$ cat src/rtl/bit_serializer.sv
// bit_serializer: parallel-to-serial stage feeding the 1101 sequence detector.
// Words arrive over a valid/ready handshake and leave one bit per clock on
// ser_out, with optional idle gap cycles between words.
//
// Handshake: a word is taken on a rising edge where data_valid and data_ready
// are both 1. data_ready depends only on state and rst, never on data_valid.
// Upstream must hold data_in stable while data_valid=1 and data_ready=0.
module bit_serializer #(
  parameter int WIDTH     = 8,
  parameter int GAP       = 0,
  parameter bit MSB_FIRST = 1'b1,
  parameter bit IDLE_BIT  = 1'b0
) (
  input  logic             clk,
  input  logic             rst,
  input  logic [WIDTH-1:0] data_in,
  input  logic             data_valid,
  output logic             data_ready,
  output logic             ser_out,
  output logic             ser_valid,
  output logic             frame_done,
  output logic             busy,
  output logic [15:0]      word_cnt,
  output logic [1:0]       dbg_state
);

  localparam logic [1:0] S_IDLE  = 2'd0;
  localparam logic [1:0] S_SHIFT = 2'd1;
  localparam logic [1:0] S_GAP   = 2'd2;

  localparam int BW = $clog2(WIDTH);
  localparam int GW = (GAP > 1) ? $clog2(GAP) : 1;
  localparam logic [BW-1:0] BIT_LAST = BW'(WIDTH - 1);
  localparam logic [BW-1:0] BIT_PEN  = BW'(WIDTH - 2);
  localparam logic [GW-1:0] GAP_LAST = GW'((GAP > 0) ? GAP - 1 : 0);

  logic [1:0]       state;
  logic [BW-1:0]    bit_cnt;
  logic [GW-1:0]    gap_cnt;
  logic [WIDTH-1:0] shreg;   // bits still to send, next one at the output end
  logic             accept;
  logic             first_bit;
  logic             next_bit;
  logic [WIDTH-1:0] load_rest;
  logic [WIDTH-1:0] shift_rest;

  assign dbg_state = state;

  // Ready to take a word when idle or on the final cycle of a word/gap.
  always_comb begin
    data_ready = 1'b0;
    if (!rst) begin
      if (state == S_IDLE)
        data_ready = 1'b1;
      else if (state == S_SHIFT && bit_cnt == BIT_LAST && GAP == 0)
        data_ready = 1'b1;
      else if (state == S_GAP && gap_cnt == GAP_LAST)
        data_ready = 1'b1;
    end
  end

  assign accept = data_valid & data_ready;

  // Bit-order selection: which bit goes out first and how the rest advance.
  always_comb begin
    if (MSB_FIRST) begin
      first_bit  = data_in[WIDTH-1];
      load_rest  = data_in << 1;
      next_bit   = shreg[WIDTH-1];
      shift_rest = shreg << 1;
    end else begin
      first_bit  = data_in[0];
      load_rest  = data_in >> 1;
      next_bit   = shreg[0];
      shift_rest = shreg >> 1;
    end
  end

  // Sequencer: shift bits, run gap spacing, count words; an accept overrides.
  always_ff @(posedge clk) begin
    if (rst) begin
      state      <= S_IDLE;
      busy       <= 1'b0;
      ser_out    <= IDLE_BIT;
      ser_valid  <= 1'b0;
      frame_done <= 1'b0;
      word_cnt   <= 16'd0;
      bit_cnt    <= '0;
      gap_cnt    <= '0;
      shreg      <= '0;
    end else begin
      frame_done <= 1'b0;
      case (state)
        S_SHIFT: begin
          if (bit_cnt == BIT_LAST) begin
            ser_out   <= IDLE_BIT;
            ser_valid <= 1'b0;
            if (GAP > 0) begin
              state   <= S_GAP;
              gap_cnt <= '0;
            end else begin
              state <= S_IDLE;
              busy  <= 1'b0;
            end
          end else begin
            ser_out <= next_bit;
            shreg   <= shift_rest;
            bit_cnt <= bit_cnt + BW'(1);
            // The bit going out next is the word's last one.
            if (bit_cnt == BIT_PEN) begin
              frame_done <= 1'b1;
              word_cnt   <= word_cnt + 16'd1;
            end
          end
        end
        S_GAP: begin
          if (gap_cnt == GAP_LAST) begin
            state <= S_IDLE;
            busy  <= 1'b0;
          end else begin
            gap_cnt <= gap_cnt + GW'(1);
          end
        end
        S_IDLE: ;
        default: begin
          state <= S_IDLE;
          busy  <= 1'b0;
        end
      endcase
      // A new word starts on the next cycle regardless of where we were.
      if (accept) begin
        state     <= S_SHIFT;
        busy      <= 1'b1;
        ser_out   <= first_bit;
        ser_valid <= 1'b1;
        shreg     <= load_rest;
        bit_cnt   <= '0;
      end
    end
  end

endmodule

$ cat config.mk
export PLATFORM = sky130hd
export DESIGN_NAME = bit_serializer
export DESIGN_NICKNAME = d
export VERILOG_FILES = /design/src/rtl/bit_serializer.sv
export SDC_FILE = /design/constraint.sdc
export NUM_CORES = 1
export LEC_CHECK = 0
export BUFFER_PORTS_ARGS = -buffer_cell sky130_fd_sc_hd__buf_2
export CELL_PAD_IN_SITES_DETAIL_PLACEMENT = 0
export CELL_PAD_IN_SITES_GLOBAL_PLACEMENT = 1
export CORE_ASPECT_RATIO = 1.1
export CORE_MARGIN = 2
export CORE_UTILIZATION = 38
export CTS_CLUSTER_DIAMETER = 120
export CTS_CLUSTER_SIZE = 12
export DETAILED_ROUTE_END_ITERATION = 10
export GPL_TIMING_DRIVEN = 0
export PLACE_DENSITY_LB_ADDON = 0.1
export SKIP_LAST_GASP = 1
export SYNTH_ARGS = -nofsm -noshare
export SYNTH_HDL_FRONTEND = slang
export SYNTH_SLANG_ARGS = --single-unit
$ cat constraint.sdc
create_clock -name clk -period 2.4 [get_ports clk]
set_input_delay 0.72 -clock clk [delete_from_list [all_inputs] [get_ports clk]]
set_output_delay 0.72 -clock clk [all_outputs]
set_load 0.01 [all_outputs]
==> results.toml <==
[routing]
wl_met1_mm = 1.34
drt_first_pass_iters = 4
met2_length_mm = 1.37
drtIter0Drc = 40
routed_wirelength_mm = 2.92
ant_nets = 0
topRoutingLayerUsed = "met4"
via_per_inst = 5.00
wire_per_inst_microns = 12.4
drc = 0
vias = 1174
met3RoutedLength_microns = 140

[timing]
fmax_mhz = 442
final-max-slew-violation-count = 0
fin_skew_ps = 6.89
timing.final.crit_share_pct = 94.4
min_period_ps = 2260
hold-worst-slack_ps = 495
report.final.hold_viol_count = 0
finalSetupViolCount = 0
rsz0062_at_grt = "no"
tns_ps = 0
relSlewSlack_pct = 56.7
tightest_slew_ps = 650
layout_setup_ws_ps = 135

[worst_setup_path]
cpLargestDelayFamily = "adder cells"
r2r-start = "bit_cnt[0]$_SDFFE_PP0P_"
slowest_stage = "dfxtp_1"
rrSetupSlack_ps = 240
slowest_delay_ps = 350
critPathMaxFanout = 6
crit_buf_inv = 1
path_class = "flop to output port"
cp_common_cell = "ha_1"
cp-end-kind = "output port"
arrival_ps = 1540
required_ps = 1680
r2r_cells = 6
r2r_end = "word_cnt[15]$_SDFFE_PP0P_"
crit_path_cell_trace = "ha_1, ha_1, nor2b_4, nor2_1, buf_2"
worstSetupStartpointType = "flop"

[floorplan]
dieHeight_microns = 66.5
start_util_pct = 40.2
dieArea_sq_um = 4050
core_area_sq_um = 3360
rows = 22
die_w_microns = 60.9
ioPinCount = 34

[min_path]
hold_path_startpoint = "ser_out$_SDFFE_PP0P_"
hold_path_class = "flop to flop"
whs_path_depth = 2
min_to = "ser_out$_SDFFE_PP0P_"

[synth]
synth-seq-cells = 30
synth_top_family_by_area = "simple AND/OR/NAND/NOR gates"
yosys-top-cells-area = "dfxtp_1 44%, nor2_1 6.9%, mux2i_1 5.9%, xnor2_1 5.2%, a211oi_1 3.9%"
synthCells = 149
synth-simple-area-share_pct = 23.8
syn-num-nets = 164
synth.avg_cell_area_sq_um = 9.07
synth_xor_area_share_pct = 6.48
ys_warn_count = 0
synthDistinctLibCells = 33
yosysTopAreaCellShare_pct = 44.4
synth_compound_area_share_pct = 10.6
synthMuxAreaShare_pct = 5.93
synth_area_sq_um = 1350
synth_fa_ha_area_share_pct = 3.70
ys_seq_area_share_pct = 44.4
yosys.area.top_type = "dfxtp_1"

[power_and_ir_drop]
power.leakage_nw = 0.704
powerDensity_nw_per_um2 = 545
power_mw = 0.883
vdd_drop_max_uv = 326

[clock_network]
cts_sinks = 30
postCtsSetupBuffers = 0
path_clk_slew_ps = 90
cts_root_buffer = "clkbuf_4"
hold_buffers = 0
htreeDepth = 2
ctsLongestPathBuffers = 2
cts_tree = "yes"
worstSkewPairLatency_ps = 330
cts_made_buffers = 5

[place]
place_ws_ps = 220
io_buffer_count = 31
place_inst = 228
dp_hpwl_mm = 2.12
finalWeightedCongestion = 0.761
placed_area_sq_um = 1570

[grt]
antenna_found_initial = 0
grt_max_degree = 11
grt_first_pass_wirelength_mm = 4.95
overflow = 0
grt_pass1_vias = 1106
gr-usage-all-layers_pct = 16.7

[flow_run]
max-cap-violations = 0

[layout]
final_cells = 235
design_area_sq_um = 1620
nets = 202
n_antenna_cell = 0
final_util_pct = 48.2
fillers = 378
final_common_cell = "buf_2"
mostFrequentLayoutCells = "31 x buf_2, 30 x dfxtp_1, 25 x nor2_1"
drive_gt1_share_pct = 23.0
area_growth_pct = 19.8

[run_status]
outcome = "complete, no violations"
==> worst register-to-register path: cells and delay by family (launching register included) <==
kind | cells | cell delay (ps)
AOI/OAI and AO/OA | 1 | 150
adders and majority gates | 2 | 460
DFF | 1 | 350
and+or+nand+nor | 3 | 1120
==> cells in the mapped netlist, drive strengths merged <==
| master | number |
|---|---|
| dfxtp | 30 |
| nor2 | 25 |
| a21oi | 8 |
| mux2i | 8 |
| xnor2 | 8 |
| a211oi | 7 |
| clkbuf | 6 |
| or3 | 6 |
| inv | 5 |
| nand2 | 5 |
| nand3 | 5 |
| nor3 | 5 |
| ha | 4 |
| o21ai | 4 |
| nand4 | 3 |
| nor4 | 3 |
| buf | 2 |
| nand2b | 2 |
| xor2 | 2 |
| a311oi | 1 |
| a31oi | 1 |
| and4 | 1 |
| conb | 1 |
| dlygate4sd1 | 1 |
| nand4b | 1 |
| nor2b | 1 |
| nor4b | 1 |
| o21bai | 1 |
| o31ai | 1 |
| or4 | 1 |
==> cell families after synthesis <==
| family | Yosys count |
|---|---|
| AOI/OAI and AO/OA | 23 |
| buffers and inverters | 14 |
| DFF | 30 |
| adders and majority gates | 4 |
| other | 1 |
| and+or+nand+nor | 59 |
| muxes | 8 |
| xor gates and xnor gates | 10 |
==> metal layers <==
layer | track usage (%) | up-vias
met5 | 0 | -
met4 | 9.78 | 0
met3 | 5.05 | 8
met2 | 26.1 | 26
met1 | 20.0 | 544
li1 | - | 596
==> layout make-up <==
class / count / area, sq um / share of cell area, %
tap: 48 / 60.1 / 3.71
clock buffer: 7 / 45.0 / 2.78
multi-input combinational: 105 / 693 / 42.8
sequential: 30 / 601 / 37.1
buffer: 9 / 46.3 / 2.86
timing repair buffer: 31 / 155 / 9.58
inverter: 5 / 18.8 / 1.16
==> repair_timing <==
action | 4_1_cts | 5_1_grt
gates resized for setup | 1 | 1
cloned | 0 | 0
setup endpoints to repair | 1 | 1
hold endpoints to repair | 0 | 0
==> registers in the layout, summed over array words and instances, names as in the netlist <==
name	flops
word_cnt	16
shreg	7
bit_cnt	3
busy	1
frame_done	1
ser_out	1
ser_valid	1
==> how the worst max path moves through the flow <==
stage	slack, ps	from	endpoint	cells past startpoint
2_1_floorplan	430	bit_cnt[0]$_SDFFE_PP0P_	word_cnt[15]$_SDFFE_PP0P_	6
3_5_place_dp	220	rst	data_ready	4
4_1_cts	60	bit_cnt[0]$_SDFFE_PP0P_	data_ready	5
5_1_grt	10	bit_cnt[0]$_SDFFE_PP0P_	data_ready	5
6_report	140	bit_cnt[0]$_SDFFE_PP0P_	data_ready	5
3_3_place_gp	210	rst	data_ready	4
==> where the power goes <==
part           switching (mW)  total, mW  internal, mW
Clock                   0.170      0.281         0.110
Combinational          0.0436     0.0780        0.0343
Sequential             0.0110      0.524         0.513
Note: power is estimated with default switching activity, not from simulation.
